File: src/rtl/load_store_unit_if.sv
// load_store_unit_if
//   Bundles the request/response handshake and the memory-side bus of the
//   load/store unit.
//   Request : req_valid, req_ready, req_we, req_size, req_signed, req_addr, req_wdata
//   Response: rsp_valid, rsp_rdata, rsp_err
//   Memory  : mem_we, mem_addr, mem_wdata, mem_rdata
//   slave  modport: the load/store unit itself.
//   master modport: the requester plus the memory, i.e. everything around the unit.
interface load_store_unit_if;
  logic        req_valid;
  logic        req_ready;
  logic        req_we;
  logic [1:0]  req_size;
  logic        req_signed;
  logic [31:0] req_addr;
  logic [31:0] req_wdata;
  logic        rsp_valid;
  logic [31:0] rsp_rdata;
  logic        rsp_err;
  logic        mem_we;
  logic [31:0] mem_addr;
  logic [31:0] mem_wdata;
  logic [31:0] mem_rdata;

  modport slave (
    input  req_valid, req_we, req_size, req_signed, req_addr, req_wdata, mem_rdata,
    output req_ready, rsp_valid, rsp_rdata, rsp_err, mem_we, mem_addr, mem_wdata
  );

  modport master (
    output req_valid, req_we, req_size, req_signed, req_addr, req_wdata, mem_rdata,
    input  req_ready, rsp_valid, rsp_rdata, rsp_err, mem_we, mem_addr, mem_wdata
  );
endinterface

File: src/rtl/load_store_unit.sv
// load_store_unit
//   Single-outstanding load/store unit in front of a word-wide memory with a
//   one-cycle registered read. Handles byte/halfword/word accesses, little-endian
//   lane selection, sign/zero extension, read-modify-write for sub-word stores
//   and alignment/size error detection.
//   Ports:
//     clk   - clock, all state on posedge
//     rst_n - asynchronous active-low reset
//     bus   - load_store_unit_if.slave (request, response and memory signals)
//   Parameter ADDR_MSB: top bit of the memory word index (mem_addr[ADDR_MSB:2]).
module load_store_unit #(
  parameter int ADDR_MSB = 11
) (
  input logic              clk,
  input logic              rst_n,
  load_store_unit_if.slave bus
);

  typedef enum logic [2:0] {
    IDLE = 3'd0,
    RD   = 3'd1,
    WAIT = 3'd2,
    WR   = 3'd3,
    RESP = 3'd4
  } state_t;

  // A word index needs at least bit 2 of the address; smaller values are meaningless.
  if (ADDR_MSB < 2) begin : g_addr_msb_too_small
  end

  // Size/alignment legality: 1 means the request must be rejected with rsp_err.
  function automatic logic is_bad(input logic [1:0] size, input logic [1:0] off);
    logic bad;
    case (size)
      2'b00:   bad = 1'b0;
      2'b01:   bad = off[0];
      2'b10:   bad = (off != 2'b00);
      default: bad = 1'b1;
    endcase
    return bad;
  endfunction

  // Pick the addressed lane out of a memory word and extend it to 32 bits.
  function automatic logic [31:0] lane_extract(input logic [31:0] word, input logic [1:0] off,
                                               input logic [1:0] size, input logic sgn);
    logic [7:0]  b;
    logic [15:0] h;
    logic [31:0] r;
    case (off)
      2'd0:    b = word[7:0];
      2'd1:    b = word[15:8];
      2'd2:    b = word[23:16];
      default: b = word[31:24];
    endcase
    h = off[1] ? word[31:16] : word[15:0];
    case (size)
      2'b00:   r = sgn ? {{24{b[7]}}, b} : {24'd0, b};
      2'b01:   r = sgn ? {{16{h[15]}}, h} : {16'd0, h};
      default: r = word;
    endcase
    return r;
  endfunction

  // Replace only the addressed lane of the old memory word with store data.
  function automatic logic [31:0] lane_merge(input logic [31:0] word, input logic [1:0] off,
                                             input logic [1:0] size, input logic [31:0] wdata);
    logic [31:0] r;
    r = word;
    case (size)
      2'b00: begin
        case (off)
          2'd0:    r[7:0]   = wdata[7:0];
          2'd1:    r[15:8]  = wdata[7:0];
          2'd2:    r[23:16] = wdata[7:0];
          default: r[31:24] = wdata[7:0];
        endcase
      end
      2'b01: begin
        if (off[1]) r[31:16] = wdata[15:0];
        else        r[15:0]  = wdata[15:0];
      end
      default: r = wdata;
    endcase
    return r;
  endfunction

  state_t      state_r, state_nx;
  logic        accept_s, req_err_s;
  logic        we_r, sgn_r;
  logic [1:0]  size_r, off_r;
  logic [31:0] wdata_r;

  logic        req_ready_r, req_ready_nx;
  logic        rsp_valid_r, rsp_valid_nx;
  logic        rsp_err_r, rsp_err_nx;
  logic [31:0] rsp_rdata_r, rsp_rdata_nx;
  logic        mem_we_r, mem_we_nx;
  logic [31:0] mem_addr_r, mem_addr_nx;
  logic [31:0] mem_wdata_r, mem_wdata_nx;

  assign accept_s  = bus.req_valid && (state_r == IDLE);
  assign req_err_s = is_bad(bus.req_size, bus.req_addr[1:0]);

  // State register.
  always_ff @(posedge clk or negedge rst_n) begin
    if (!rst_n) state_r <= IDLE;
    else        state_r <= state_nx;
  end

  // Next-state logic; word stores skip the read, sub-word stores read-modify-write.
  always_comb begin
    state_nx = state_r;
    case (state_r)
      IDLE: begin
        if (!accept_s)                                   state_nx = IDLE;
        else if (req_err_s)                              state_nx = RESP;
        else if (bus.req_we && (bus.req_size == 2'b10))  state_nx = WR;
        else                                             state_nx = RD;
      end
      RD:      state_nx = WAIT;
      WAIT:    state_nx = we_r ? WR : RESP;
      WR:      state_nx = RESP;
      RESP:    state_nx = IDLE;
      default: state_nx = IDLE;
    endcase
  end

  // Output next-values; everything is registered so outputs line up with the state.
  always_comb begin
    req_ready_nx = (state_nx == IDLE);
    rsp_valid_nx = (state_nx == RESP);
    mem_we_nx    = (state_nx == WR);
    rsp_err_nx   = rsp_err_r;
    rsp_rdata_nx = rsp_rdata_r;
    mem_addr_nx  = mem_addr_r;
    mem_wdata_nx = mem_wdata_r;
    case (state_r)
      IDLE: begin
        if (accept_s) begin
          rsp_err_nx   = req_err_s;
          rsp_rdata_nx = 32'd0;
          if (!req_err_s) begin
            mem_addr_nx = {bus.req_addr[31:2], 2'b00};
            if (bus.req_we && (bus.req_size == 2'b10)) mem_wdata_nx = bus.req_wdata;
            else                                       mem_wdata_nx = mem_wdata_r;
          end else begin
            mem_addr_nx = mem_addr_r;
          end
        end else begin
          rsp_err_nx = rsp_err_r;
        end
      end
      WAIT: begin
        // mem_rdata is valid here: memory registered the address presented in RD.
        if (we_r) mem_wdata_nx = lane_merge(bus.mem_rdata, off_r, size_r, wdata_r);
        else      rsp_rdata_nx = lane_extract(bus.mem_rdata, off_r, size_r, sgn_r);
      end
      default: begin
        rsp_err_nx = rsp_err_r;
      end
    endcase
  end

  // Latch request fields at accept so later req_* changes are ignored.
  always_ff @(posedge clk or negedge rst_n) begin
    if (!rst_n) begin
      we_r    <= 1'b0;
      sgn_r   <= 1'b0;
      size_r  <= 2'b00;
      off_r   <= 2'b00;
      wdata_r <= 32'd0;
    end else if (accept_s) begin
      we_r    <= bus.req_we;
      sgn_r   <= bus.req_signed;
      size_r  <= bus.req_size;
      off_r   <= bus.req_addr[1:0];
      wdata_r <= bus.req_wdata;
    end
  end

  // Output registers; async reset also drops mem_we immediately during WR.
  always_ff @(posedge clk or negedge rst_n) begin
    if (!rst_n) begin
      req_ready_r <= 1'b1;
      rsp_valid_r <= 1'b0;
      rsp_err_r   <= 1'b0;
      rsp_rdata_r <= 32'd0;
      mem_we_r    <= 1'b0;
      mem_addr_r  <= 32'd0;
      mem_wdata_r <= 32'd0;
    end else begin
      req_ready_r <= req_ready_nx;
      rsp_valid_r <= rsp_valid_nx;
      rsp_err_r   <= rsp_err_nx;
      rsp_rdata_r <= rsp_rdata_nx;
      mem_we_r    <= mem_we_nx;
      mem_addr_r  <= mem_addr_nx;
      mem_wdata_r <= mem_wdata_nx;
    end
  end

  assign bus.req_ready = req_ready_r;
  assign bus.rsp_valid = rsp_valid_r;
  assign bus.rsp_err   = rsp_err_r;
  assign bus.rsp_rdata = rsp_rdata_r;
  assign bus.mem_we    = mem_we_r;
  assign bus.mem_addr  = mem_addr_r;
  assign bus.mem_wdata = mem_wdata_r;

endmodule

File: src/flat_wrapper.sv
// flat-port wrapper written by rule: the top's interface ports become plain ports
module load_store_unit_flat 
#(
  parameter int ADDR_MSB = 11
)
  (clk, rst_n, bus_req_valid, bus_req_we, bus_req_size, bus_req_signed, bus_req_addr, bus_req_wdata, bus_mem_rdata, bus_req_ready, bus_rsp_valid, bus_rsp_rdata, bus_rsp_err, bus_mem_we, bus_mem_addr, bus_mem_wdata);
  load_store_unit_if bus_i ();
  input logic clk;
  input logic rst_n;
  input wire logic [$bits(bus_i.req_valid)-1:0] bus_req_valid;
  input wire logic [$bits(bus_i.req_we)-1:0] bus_req_we;
  input wire logic [$bits(bus_i.req_size)-1:0] bus_req_size;
  input wire logic [$bits(bus_i.req_signed)-1:0] bus_req_signed;
  input wire logic [$bits(bus_i.req_addr)-1:0] bus_req_addr;
  input wire logic [$bits(bus_i.req_wdata)-1:0] bus_req_wdata;
  input wire logic [$bits(bus_i.mem_rdata)-1:0] bus_mem_rdata;
  output wire logic [$bits(bus_i.req_ready)-1:0] bus_req_ready;
  output wire logic [$bits(bus_i.rsp_valid)-1:0] bus_rsp_valid;
  output wire logic [$bits(bus_i.rsp_rdata)-1:0] bus_rsp_rdata;
  output wire logic [$bits(bus_i.rsp_err)-1:0] bus_rsp_err;
  output wire logic [$bits(bus_i.mem_we)-1:0] bus_mem_we;
  output wire logic [$bits(bus_i.mem_addr)-1:0] bus_mem_addr;
  output wire logic [$bits(bus_i.mem_wdata)-1:0] bus_mem_wdata;
  assign bus_i.req_valid = bus_req_valid;
  assign bus_i.req_we = bus_req_we;
  assign bus_i.req_size = bus_req_size;
  assign bus_i.req_signed = bus_req_signed;
  assign bus_i.req_addr = bus_req_addr;
  assign bus_i.req_wdata = bus_req_wdata;
  assign bus_i.mem_rdata = bus_mem_rdata;
  assign bus_req_ready = bus_i.req_ready;
  assign bus_rsp_valid = bus_i.rsp_valid;
  assign bus_rsp_rdata = bus_i.rsp_rdata;
  assign bus_rsp_err = bus_i.rsp_err;
  assign bus_mem_we = bus_i.mem_we;
  assign bus_mem_addr = bus_i.mem_addr;
  assign bus_mem_wdata = bus_i.mem_wdata;
  load_store_unit #(.ADDR_MSB(ADDR_MSB)) u_core (.clk(clk), .rst_n(rst_n), .bus(bus_i));
endmodule
File: config.mk
export PLATFORM = sky130hd
export DESIGN_NAME = load_store_unit_flat
export DESIGN_NICKNAME = d
export VERILOG_FILES = /design/src/rtl/load_store_unit_if.sv /design/src/rtl/load_store_unit.sv /design/src/flat_wrapper.sv
export SDC_FILE = /design/constraint.sdc
export NUM_CORES = 1
export LEC_CHECK = 0
export ABC_AREA = 1
export BUFFER_PORTS_ARGS = -buffer_cell sky130_fd_sc_hd__buf_4
export CELL_PAD_IN_SITES_DETAIL_PLACEMENT = 0
export CELL_PAD_IN_SITES_GLOBAL_PLACEMENT = 1
export CORE_MARGIN = 4
export CORE_UTILIZATION = 37
export DETAILED_ROUTE_END_ITERATION = 16
export PLACE_DENSITY_LB_ADDON = 0.1
export SLEW_MARGIN = 20
export SYNTH_ARGS = -nofsm -noshare
export SYNTH_HDL_FRONTEND = slang
export SYNTH_SLANG_ARGS = --single-unit
File: constraint.sdc
create_clock -name clk -period 2 [get_ports clk]
set_clock_uncertainty 0.2 [all_clocks]
set_input_delay 0.2 -clock clk [delete_from_list [all_inputs] [get_ports clk]]
set_output_delay 0.2 -clock clk [all_outputs]
set_load 0.005 [all_outputs]
==> summary.txt, run 1 <==
Route
  – Routed WL per cell: 16.4 µm
  – Drt first-iter violations: 593
  – Final wirelength: 26800 µm
  – Vias: 8013
  – Drt first pass iters: 4
  – ANT nets after route: 0
  – Vias per cell: 4.91
  – # DRC: 0

Synthesis
  – Mapped Area: 7540 µm²
  – Sequential element share of the synthesized area: 0.461
  – Ys flop type: dfrtp_1
  – Post-synth ARST share: 1.00
  – Yosys cell types: 27
  – Post-synthesis register bit count: 139
  – Post-synth EDFFs: 0
  – Avg Cell Area, Syn: 7.00 µm²
  – Synth warn: 0
  – Post-synthesis instance total: 1078

Worst setup path
  – Reg-to-reg slack, setup: 0.17 ns
  – WP buf/inv: 2
  – Worst reg2reg path depth: 8
  – Critical Path AT: 1.99 ns
  – Setup crit start kind: flip-flop
  – CP startpoint: u_core.state_r[0]$_DFF_PN0_
  – CP Capture Point: u_core.bus.rsp_rdata[27]$_DFFE_PN0P_
  – Crit path depth: 8
  – Worst path cell trace: nor2_4, nand2_2, nor2_1, inv_2, buf_4, a21oi_1, nand2_1, nand2_1
  – Slowest stage delay, CP: 0.43 ns
  – Crit Path Max Fanout: 31
  – Worst R2R Start: u_core.state_r[0]$_DFF_PN0_
  – Setup crit end kind: flip-flop
  – Crit path max-delay cell type: dfrtp_1
  – Worst Path Required: 2.16 ns
  – R2r endpoint: u_core.bus.rsp_rdata[27]$_DFFE_PN0P_
  – Worst setup path category: reg -> reg
  – Crit path top cell by count: nand2_1
  – Family with the most delay on the worst path: simple AND/OR/NAND/NOR gates

GRT
  – Vias in the first global route: 7979
  – Global route total overflow: 0
  – Largest net degree at the start of global routing: 46
  – Initial antenna violation count: 0
  – Gr usage total: 0.240
  – Global-route wire length before repair: 42400 µm

Pwr
  – Maximum VDD drop: 0.696 mV
  – Sw frac: 0.416
  – LEAKAGE: 5.93 nW
  – Net Sw Power: 0.00671 W
  – Clock power share: 0.211
  – PwrDens: 1480 nW/µm²
  – Internal Power: 0.00942 W
  – Gate power share: 0.477
  – Total power: 0.0161 W
  – Part of the power in registers: 0.312

Placed design
  – Port Buf Inserts: 200
  – Dpl hpwl: 19400 µm
  – Gpl congestion: 0.895
  – Worst slack, placed: 0.166 ns
  – DP Area: 9380 µm²

STA
  – Max-Slew Margin vs Limit: 0.657
  – Peak Freq: 545 MHz
  – RSZ-0062 raised after global routing: no
  – Final Max Tran Viols: 0
  – Setup tns final: 0 ns
  – Final Setup Violations: 0
  – Actual slew at the worst max-slew pin: 0.514 ns
  – Worst hold slack: 0.0171 ns
  – Final worst-path cycle share: 0.917
  – Final hold vios: 0
  – Min Tclk post-route: 1.83 ns
  – Fin worst setup slack: 0.167 ns

Floorplan
  – Core area: 19800 µm²
  – Die span in y: 151 µm
  – Full die area: 22700 µm²
  – Io pins: 203
  – Die Width: 151 µm
  – Rows: 51
  – Initial Util: 0.381

Cells and area
  – Nets: 1458
  – Cell area after layout: 10900 µm²
  – Area Overhead vs Synth: 44.4%
  – Commonest non-fill, non-tap cell in the layout: nand2_1
  – Share of post-route cells with drive strength above 1: 0.219
  – Diode count: 0
  – Most frequent cells in the layout: nand2_1 (454), buf_4 (225), nand3_1 (155)

CTS
  – CTS buffer count: 17
  – Setup bufs post-CTS: 0
  – H-tree level count: 4
  – Root buf cell: clkbuf_16
  – CTS tree: built
  – Skew-Pair Late Insertion Delay: 0.43 ns
  – CTS clk-pin slew, worst paths: 0.06 ns
  – Clock Tree Buf Depth: 2
  – Sink Count: 139

Hold path
  – Hold Path Class: in -> reg

Run status
  – Outcome: completed

Run
  – Max-Cap Viols: 0
## synth_stat cells (6+ instances only)
master	n	area, µm²
nand2_1	454	1700
nand3_1	155	776
dfrtp_1	138	3450
inv_1	83	312
o21ai_0	58	290
a21oi_1	41	205
nor2_1	35	131
buf_2	29	145
clkbuf_1	22	82.6
or2_2	11	68.8
buf_4	9	67.6
inv_2	9	33.8
nand4_1	7	43.8
nand2_2	6	37.5
## cells by family (layout without fill, tap and decap cells)
kind of cell,count (synthesis),count (layout),share of synthesized area
other,1,2,0.000497
AOI/OAI and AO/OA,107,107,0.0732
DFF,139,139,0.461
and+or+nand+nor,676,676,0.377
buffers and inverters,155,444,0.0884
## what timing repair did
item                                    4_1_cts  5_1_grt
hold buffers                                 88        0
endpoints found under the setup margin        0       15
hold endpoints to repair                    254        0
gates resized for setup                       0        2
## worst min-delay path by stage
stage / cells past startpoint / to / from / slack, ns
floorplan: 0 / u_core.bus.mem_addr[10]$_DFFE_PN0P_ / rst_n / -0.30
global placement: 1 / u_core.bus.rsp_rdata[18]$_DFFE_PN0P_ / rst_n / -0.02
detailed placement: 1 / u_core.bus.rsp_rdata[17]$_DFFE_PN0P_ / rst_n / -0.02
CTS: 5 / u_core.bus.rsp_rdata[8]$_DFFE_PN0P_ / bus_mem_rdata[8] / 0.0009
global route: 5 / u_core.bus.rsp_rdata[10]$_DFFE_PN0P_ / bus_mem_rdata[10] / 0.02
finish: 5 / u_core.bus.rsp_rdata[28]$_DFFE_PN0P_ / bus_mem_rdata[28] / 0.02
## tightest hold or removal path: cells and delay by family
family	cells	cell delay, ns
AOI/OAI and AO/OA	1	0.08
buffers and inverters	2	0.23
and+or+nand+nor	2	0.10
## power by group through the flow
stage,Clock [W],Combinational [W],Sequential (W)
2_1_floorplan,0,0.00445,0.00491
3_5_place_dp,0,0.00758,0.00503
5_1_grt,0.00358,0.00865,0.00519
4_1_cts,0.00346,0.00773,0.00502
6_report,0.00341,0.00769,0.00503
3_3_place_gp,0,0.00750,0.00505
## sequential cells by signal (all words and copies together) (netlist names), 2 cells and up
signal                cells
u_core.bus.mem_wdata     32
u_core.bus.rsp_rdata     32
u_core.wdata_r           32
u_core.bus.mem_addr      30
u_core.state_r            3
u_core.off_r              2
u_core.size_r             2
## per-layer routing
metal / share of wire / GRT usage / vias up / routed length (µm)
met5: 0 / 0 / - / 0
met4: 0.027 / 0.0888 / 0 / 736
met3: 0.054 / 0.0410 / 47 / 1440
met2: 0.48 / 0.400 / 271 / 13000
met1: 0.43 / 0.314 / 3744 / 11600
li1: - / - / 3951 / -
## layout make-up
cell class / instances / area (µm²)
clock buffer: 21 / 470
tap: 265 / 332
multi-input combinational: 785 / 3400
sequential: 139 / 3480
fill: 1989 / 8890
inverter: 92 / 345
clock inverter: 11 / 158
timing repair buffer: 320 / 2700
## through the flow
step,util,instances
after global routing,0.550,1633
after CTS,0.550,1633
after floorplan,-,1079
after detailed placement,0.474,1513
final,0.550,1633
after global placement,0.474,1513
Power figures use the tool's default switching activity.
==> run 2, diff against run 1 <==
--- a/config.mk
+++ b/config.mk
@@ -6,12 +6,12 @@
 export NUM_CORES = 1
 export LEC_CHECK = 0
 export ABC_AREA = 1
-export BUFFER_PORTS_ARGS = -buffer_cell sky130_fd_sc_hd__buf_4
-export CELL_PAD_IN_SITES_DETAIL_PLACEMENT = 0
-export CELL_PAD_IN_SITES_GLOBAL_PLACEMENT = 1
+export CELL_PAD_IN_SITES_DETAIL_PLACEMENT = 2
+export CELL_PAD_IN_SITES_GLOBAL_PLACEMENT = 2
 export CORE_MARGIN = 4
-export CORE_UTILIZATION = 37
+export CORE_UTILIZATION = 34
 export DETAILED_ROUTE_END_ITERATION = 16
+export DONT_BUFFER_PORTS = 1
 export PLACE_DENSITY_LB_ADDON = 0.1
 export SLEW_MARGIN = 20
 export SYNTH_ARGS = -nofsm -noshare
==> run 2 against run 1 <==
Against the previous run: the run now ends with hold timing left; sequential cell count is the same; cell count shrank 9.8%; die area grew 8.3%; power shrank 4.3%; sequential share of layout area grew 4.4 points; critical path type unchanged; critical endpoint is now u_core.bus.rsp_rdata[25]$_DFFE_PN0P_; largest cell class unchanged.
==> summary.txt, run 2 (synthesis results as in run 1) <==
Run status
  – Outcome: complete, but fails checks
  – Failing checks: hold timing

Cells and area
  – Nets: 1283 (-12%)
  – Filler instances: 2559 (+29%)
  – Reg area: 3480 µm² (about the same)
  – Multi-input logic area: 3410 µm² (+0.40%)
  – Most frequent cells in the layout: nand2_1 (452), nand3_1 (155), dfrtp_1 (135)
  – Commonest non-fill, non-tap cell in the layout: nand2_1
  – Fin cells: 1473 (-9.8%)
  – Area Overhead vs Synth: 27.0%
  – Cell area after layout: 9580 µm² (-12%)
  – Share of post-route cells with drive strength above 1: 0.0948 (-0.124)

GRT
  – Initial antenna violation count: 1 (+1)
  – Vias in the first global route: 8831 (+11%)
  – Largest net degree at the start of global routing: 140 (+200%)
  – Gr usage total: 0.269 (+0.0285)
  – Global-route wire length before repair: 51100 µm (+20%)
  – Global route total overflow: 0 (unchanged)

CTS
  – Setup bufs post-CTS: 0 (unchanged)
  – Hold buffers post-CTS: 104 (+18%)
  – CTS tree: built
  – Clock Tree Buf Depth: 2 (unchanged)
  – CTS clk-pin slew, worst paths: 0.07 ns (about the same)
  – H-tree level count: 4 (unchanged)
  – CTS buffer count: 17 (unchanged)
  – Sink Count: 139 (unchanged)
  – Root buf cell: clkbuf_16
  – Skew-Pair Late Insertion Delay: 0.43 ns (about the same)

Placed design
  – Placed insts: 1336 (-12%)
  – Gpl congestion: 0.852 (-4.8%)
  – Dpl hpwl: 22100 µm (+14%)
  – DP Area: 7890 µm² (-16%)
  – Port Buf Inserts: 0 (-100%)

Floorplan
  – Full die area: 24600 µm² (+8.3%)
  – Die span in y: 157 µm (+4.1%)
  – Rows: 54 (+5.9%)
  – Io pins: 203 (unchanged)
  – Core area: 21800 µm² (+10%)
  – Initial Util: 0.346 (-0.0357)
  – Die Width: 157 µm (+4.1%)

STA
  – Final Max Tran Viols: 0 (unchanged)
  – Final worst-path cycle share: 0.952 (+0.0357)
  – Final hold vios: 139 (+139)
  – Setup tns final: 0 ns (unchanged)
  – Peak Freq: 525 MHz (-3.7%)
  – Final Setup Violations: 0 (unchanged)
  – Min Tclk post-route: 1.90 ns (+0.0714 ns)
  – Worst hold slack: -0.742 ns (-0.759 ns)

Worst setup path
  – WP buf/inv: 1 (-1)
  – Slowest stage delay, CP: 0.50 ns (+0.07 ns)
  – Worst path cell trace: buf_4, nand2_2, nand2_1, o21ai_2, nand3_4, nand2_4, nand2_1, nand2_1
  – Crit path top cell by count: nand2_1
  – Worst Path Required: 2.11 ns (-0.05 ns)
  – Family with the most delay on the worst path: simple AND/OR/NAND/NOR gates
  – Crit path max-delay cell type: dfrtp_2
  – Crit Path Max Fanout: 17 (-45%)
  – Reg-to-reg slack, setup: 0.1 ns (-0.07 ns)
  – Setup crit end kind: flip-flop
  – Setup crit start kind: flip-flop
  – Worst setup path category: reg -> reg
  – Critical Path AT: 2.01 ns (+0.02 ns)

Route
  – Drt first pass iters: 5 (+1)
  – # DRC: 0 (unchanged)
  – ANT nets after route: 0 (unchanged)
  – Vias: 7753 (-3.2%)
  – Vias per cell: 5.26 (+7.3%)
  – Routed WL per cell: 21.9 µm (+33%)
  – Final wirelength: 32300 µm (+20%)
  – Drt first-iter violations: 320 (-46%)

Run
  – Max-Cap Viols: 0 (unchanged)

Pwr
  – PwrDens: 1610 nW/µm² (+8.7%)
  – Maximum VDD drop: 0.640 mV (-8.1%)
  – LEAKAGE: 5.01 nW (-15%)

Hold path
  – Hold Path Class: in -> async
==> run 2: cell types whose count changed in the layout (fill, tap and decap cells not counted), moves of 2 or more <==
| cell | previous run | this run |
|---|---|---|
| clkbuf_8 | 3 | 1 |
| nand2_2 | 6 | 8 |
| inv_4 | 0 | 2 |
| nor2_2 | 2 | 4 |
| nand2_1 | 454 | 452 |
| inv_2 | 9 | 7 |
| buf_4 | 225 | 38 |
| buf_12 | 6 | 1 |
| dlygate4sd3_1 | 88 | 104 |
==> run 2: final cells by class <==
cell class                      count  share of cell area
Inverter                           92              0.0366
Antenna cell                        1            0.000261
Timing Repair Buffer              144               0.142
Sequential cell                   139               0.364
Tap cell                          280              0.0366
Clock buffer                       18              0.0458
Clock inverter                     13              0.0188
Multi-Input combinational cell    786               0.356
==> run 2: final timing paths <==
kind	startpoint	cells after the start	to
worst max-delay path	u_core.off_r[1]$_DFFE_PN0N_	8	u_core.bus.rsp_rdata[25]$_DFFE_PN0P_
worst min-delay path	rst_n	0	u_core.bus.rsp_rdata[5]$_DFFE_PN0P_
worst max register to register	u_core.off_r[1]$_DFFE_PN0N_	8	u_core.bus.rsp_rdata[25]$_DFFE_PN0P_
worst min register to register	u_core.wdata_r[16]$_DFFE_PN0N_	2	u_core.wdata_r[16]$_DFFE_PN0N_
max in group asynchronous	rst_n	0	u_core.bus.mem_wdata[1]$_DFFE_PN0P_
min in group clk	bus_mem_rdata[31]	6	u_core.bus.rsp_rdata[15]$_DFFE_PN0P_
==> run 2: worst register-to-register path, cell delays in order (launching register included) <==
cell and delay [ns]:
dfrtp_2 0.50, buf_4 0.28, nand2_2 0.08, nand2_1 0.10
o21ai_2 0.09, nand3_4 0.16, nand2_4 0.17, nand2_1 0.13
nand2_1 0.07
==> run 2: repair_timing <==
item | 4_1_cts | 5_1_grt
endpoints found under the setup margin | 0 | 63
endpoints found under the hold margin | 275 | 139
resized for setup | 0 | 10
==> run 2: per-layer routing <==
metal	vias to the layer above	GRT usage	part of all wire
li1	3608	-	-
met1	3905	0.330	0.42
met2	202	0.474	0.51
met3	38	0.0597	0.054
met4	0	0.0773	0.021
met5	-	0	0
==> run 2: through the flow <==
step,util,power [W],worst slack [ns]
after CTS,0.438,0.0155,0.0369
after global routing,0.439,0.0167,-0.00126
final,0.439,0.0154,0.0954
after detailed placement,0.361,0.0117,0.0686
after floorplan,-,0.00936,0.436
after global placement,0.361,0.0114,0.126
==> run 2: report_power, final <==
group	switching, W	internal (W)
registers	0.00127	0.00412
logic	0.00441	0.00218
clock network	0.00142	0.00203
==> run 3, diff against run 2 <==
--- a/config.mk
+++ b/config.mk
@@ -10,6 +10,7 @@
 export CELL_PAD_IN_SITES_GLOBAL_PLACEMENT = 2
 export CORE_MARGIN = 4
 export CORE_UTILIZATION = 34
+export CTS_BUF_LIST = sky130_fd_sc_hd__clkbuf_16
 export DETAILED_ROUTE_END_ITERATION = 16
 export DONT_BUFFER_PORTS = 1
 export PLACE_DENSITY_LB_ADDON = 0.1
==> run 3 against run 2 <==
Against the previous run: the flow still finishes with violations (hold timing); power fell by 0.18%; clock power barely moved; clock-buffer cell count shrank 1; largest power group unchanged; global-route usage hardly changed; utilization hardly changed; non-clock buffer count unchanged; sequential power about the same; first-iteration DRC count up 3.4%; die area unchanged; routed wire length is 0.17% higher; critical endpoint unchanged.
==> summary.txt, run 3 (synthesis results as in run 1) <==
Route
  – Routed WL per cell: 21.9 µm (+0.17%)
  – Vias: 7772 (+0.25%)
  – Drt first pass iters: 5 (unchanged)
  – # DRC: 0 (unchanged)
  – Vias per cell: 5.28 (+0.25%)
  – Final wirelength: 32300 µm (+0.17%)
  – Drt first-iter violations: 331 (+3.4%)
  – ANT nets after route: 0 (unchanged)

Pwr
  – Clock power share: 0.221 (-0.002)
  – LEAKAGE: 5.01 nW (-0.11%)
  – Internal Power: 0.00829 W (-0.46%)
  – Net Sw Power: 0.00712 W (+0.14%)
  – Maximum VDD drop: 0.640 mV (about the same)
  – Gate power share: 0.428 (about the same)
  – Part of the power in registers: 0.351 (about the same)
  – Sw frac: 0.462 (+0.00152)
  – PwrDens: 1610 nW/µm² (about the same)

Worst setup path
  – Crit Path Max Fanout: 17 (unchanged)
  – Critical Path AT: 2.00 ns (about the same)
  – Worst Path Required: 2.11 ns (about the same)
  – Setup crit end kind: flip-flop
  – Setup crit start kind: flip-flop
  – Worst setup path category: reg -> reg

Cells and area
  – Share of post-route cells with drive strength above 1: 0.0940 (-0.000839)
  – Filler instances: 2556 (-0.12%)
  – Fin cells: 1473 (unchanged)
  – Area Overhead vs Synth: 26.9%
  – Reg area: 3480 µm² (unchanged)
  – Multi-input logic area: 3410 µm² (unchanged)
  – Most frequent cells in the layout: nand2_1 (452), nand3_1 (155), dfrtp_1 (135)
  – Nets: 1283 (unchanged)
  – Fin util: 0.439 (-0.000459)
  – Commonest non-fill, non-tap cell in the layout: nand2_1

Placed design
  – Dpl hpwl: 22100 µm (unchanged)
  – Port Buf Inserts: 0 (unchanged)
  – Gpl congestion: 0.852 (unchanged)
  – Placed insts: 1336 (unchanged)
  – Worst slack, placed: 0.0686 ns (unchanged)

STA
  – Peak Freq: 527 MHz (+0.41%)
  – Final Max Tran Viols: 0 (unchanged)
  – Worst hold slack: -0.741 ns (+0.00102 ns)
  – Min Tclk post-route: 1.90 ns (-0.00770 ns)
  – Final worst-path cycle share: 0.948 (-0.00385)
  – Final Setup Violations: 0 (unchanged)
  – Fin worst setup slack: 0.103 ns (+0.00770 ns)
  – Final hold vios: 139 (unchanged)

Run status
  – Outcome: complete, but fails checks
  – Failing checks: hold timing

Floorplan
  – Core area: 21800 µm² (unchanged)
  – Full die area: 24600 µm² (unchanged)
  – Rows: 54 (unchanged)
  – Io pins: 203 (unchanged)
  – Initial Util: 0.346 (unchanged)
  – Die Width: 157 µm (unchanged)
  – Die span in y: 157 µm (unchanged)

CTS
  – CTS clk-pin slew, worst paths: 0.07 ns (about the same)
  – CTS tree: built
  – Hold buffers post-CTS: 104 (unchanged)
  – Clock Tree Buf Depth: 2 (unchanged)
  – CTS buffer count: 17 (unchanged)
  – Root buf cell: clkbuf_16
  – Setup bufs post-CTS: 0 (unchanged)
  – Sink Count: 139 (unchanged)
  – Skew-Pair Late Insertion Delay: 0.43 ns (about the same)
  – H-tree level count: 4 (unchanged)

Hold path
  – Hold Path Class: in -> async

GRT
  – Largest net degree at the start of global routing: 140 (unchanged)
  – Vias in the first global route: 8842 (+0.12%)
  – Initial antenna violation count: 1 (unchanged)
  – Global-route wire length before repair: 51100 µm (about the same)
  – Gr usage total: 0.269 (about the same)
  – Global route total overflow: 0 (unchanged)

Run
  – Max-Cap Viols: 0 (unchanged)
## run 3: what timing repair did
item / in CTS / in global routing
endpoints found under the hold margin: 275 / 139
gates resized for setup: 0 / 10
endpoints found under the setup margin: 0 / 63
## run 3: worst max-delay path: stages (launching register included)
cell,delay [ns]
dfrtp_2,0.50
buf_4,0.28
nand2_2,0.07
nand2_1,0.10
o21ai_2,0.09
nand3_4,0.16
nand2_4,0.16
nand2_1,0.12
nand2_1,0.07
## run 3: power groups by stage
| stage | Clock [W] | Sequential, W | Combinational (W) |
|---|---|---|---|
| 2_1_floorplan | 0 | 0.00491 | 0.00445 |
| 3_3_place_gp | 0 | 0.00538 | 0.00600 |
| 3_5_place_dp | 0 | 0.00540 | 0.00626 |
| 4_1_cts | 0.00348 | 0.00540 | 0.00653 |
| 5_1_grt | 0.00360 | 0.00557 | 0.00748 |
| 6_report | 0.00341 | 0.00540 | 0.00660 |
## run 3: metrics by stage
step	instance area [µm²]	hold WS (ns)	total power, W	setup TNS, ns
after floorplan	7550	-0.296	0.00936	0
after global placement	7890	-0.290	0.0114	0
after detailed placement	7890	-0.291	0.0117	0
after CTS	9540	-0.766	0.0154	0
after global routing	9570	-0.768	0.0167	-0.00126
final	9570	-0.741	0.0154	0
## run 3: metal layers
layer  global-route usage  up-vias  share of wire
met2                0.474      215           0.50
met5                    0        -              0
met3               0.0597       37          0.054
li1                     -     3610              -
met1                0.330     3910           0.42
met4               0.0773        0          0.021
## run 3: layout make-up
type / instances / share of cell area
multi-input cells: 786 / 0.357
diodes: 1 / 0.000261
repair buffers: 144 / 0.142
flip-flops and latches: 139 / 0.364
clock inverters: 14 / 0.0192
clock buffers: 17 / 0.0445
inverters: 92 / 0.0366
well taps: 280 / 0.0366
## run 3: final timing paths
path	from	endpoint	slack, ns	cells after the start
max	u_core.off_r[1]$_DFFE_PN0N_	u_core.bus.rsp_rdata[25]$_DFFE_PN0P_	0.10	8
min	rst_n	u_core.bus.rsp_rdata[5]$_DFFE_PN0P_	-0.74	0
max reg2reg	u_core.off_r[1]$_DFFE_PN0N_	u_core.bus.rsp_rdata[25]$_DFFE_PN0P_	0.10	8
min reg2reg	u_core.wdata_r[16]$_DFFE_PN0N_	u_core.wdata_r[16]$_DFFE_PN0N_	0.29	2
max in group asynchronous	rst_n	u_core.bus.mem_wdata[1]$_DFFE_PN0P_	1.98	0
min in group clk	bus_mem_rdata[31]	u_core.bus.rsp_rdata[15]$_DFFE_PN0P_	0	6
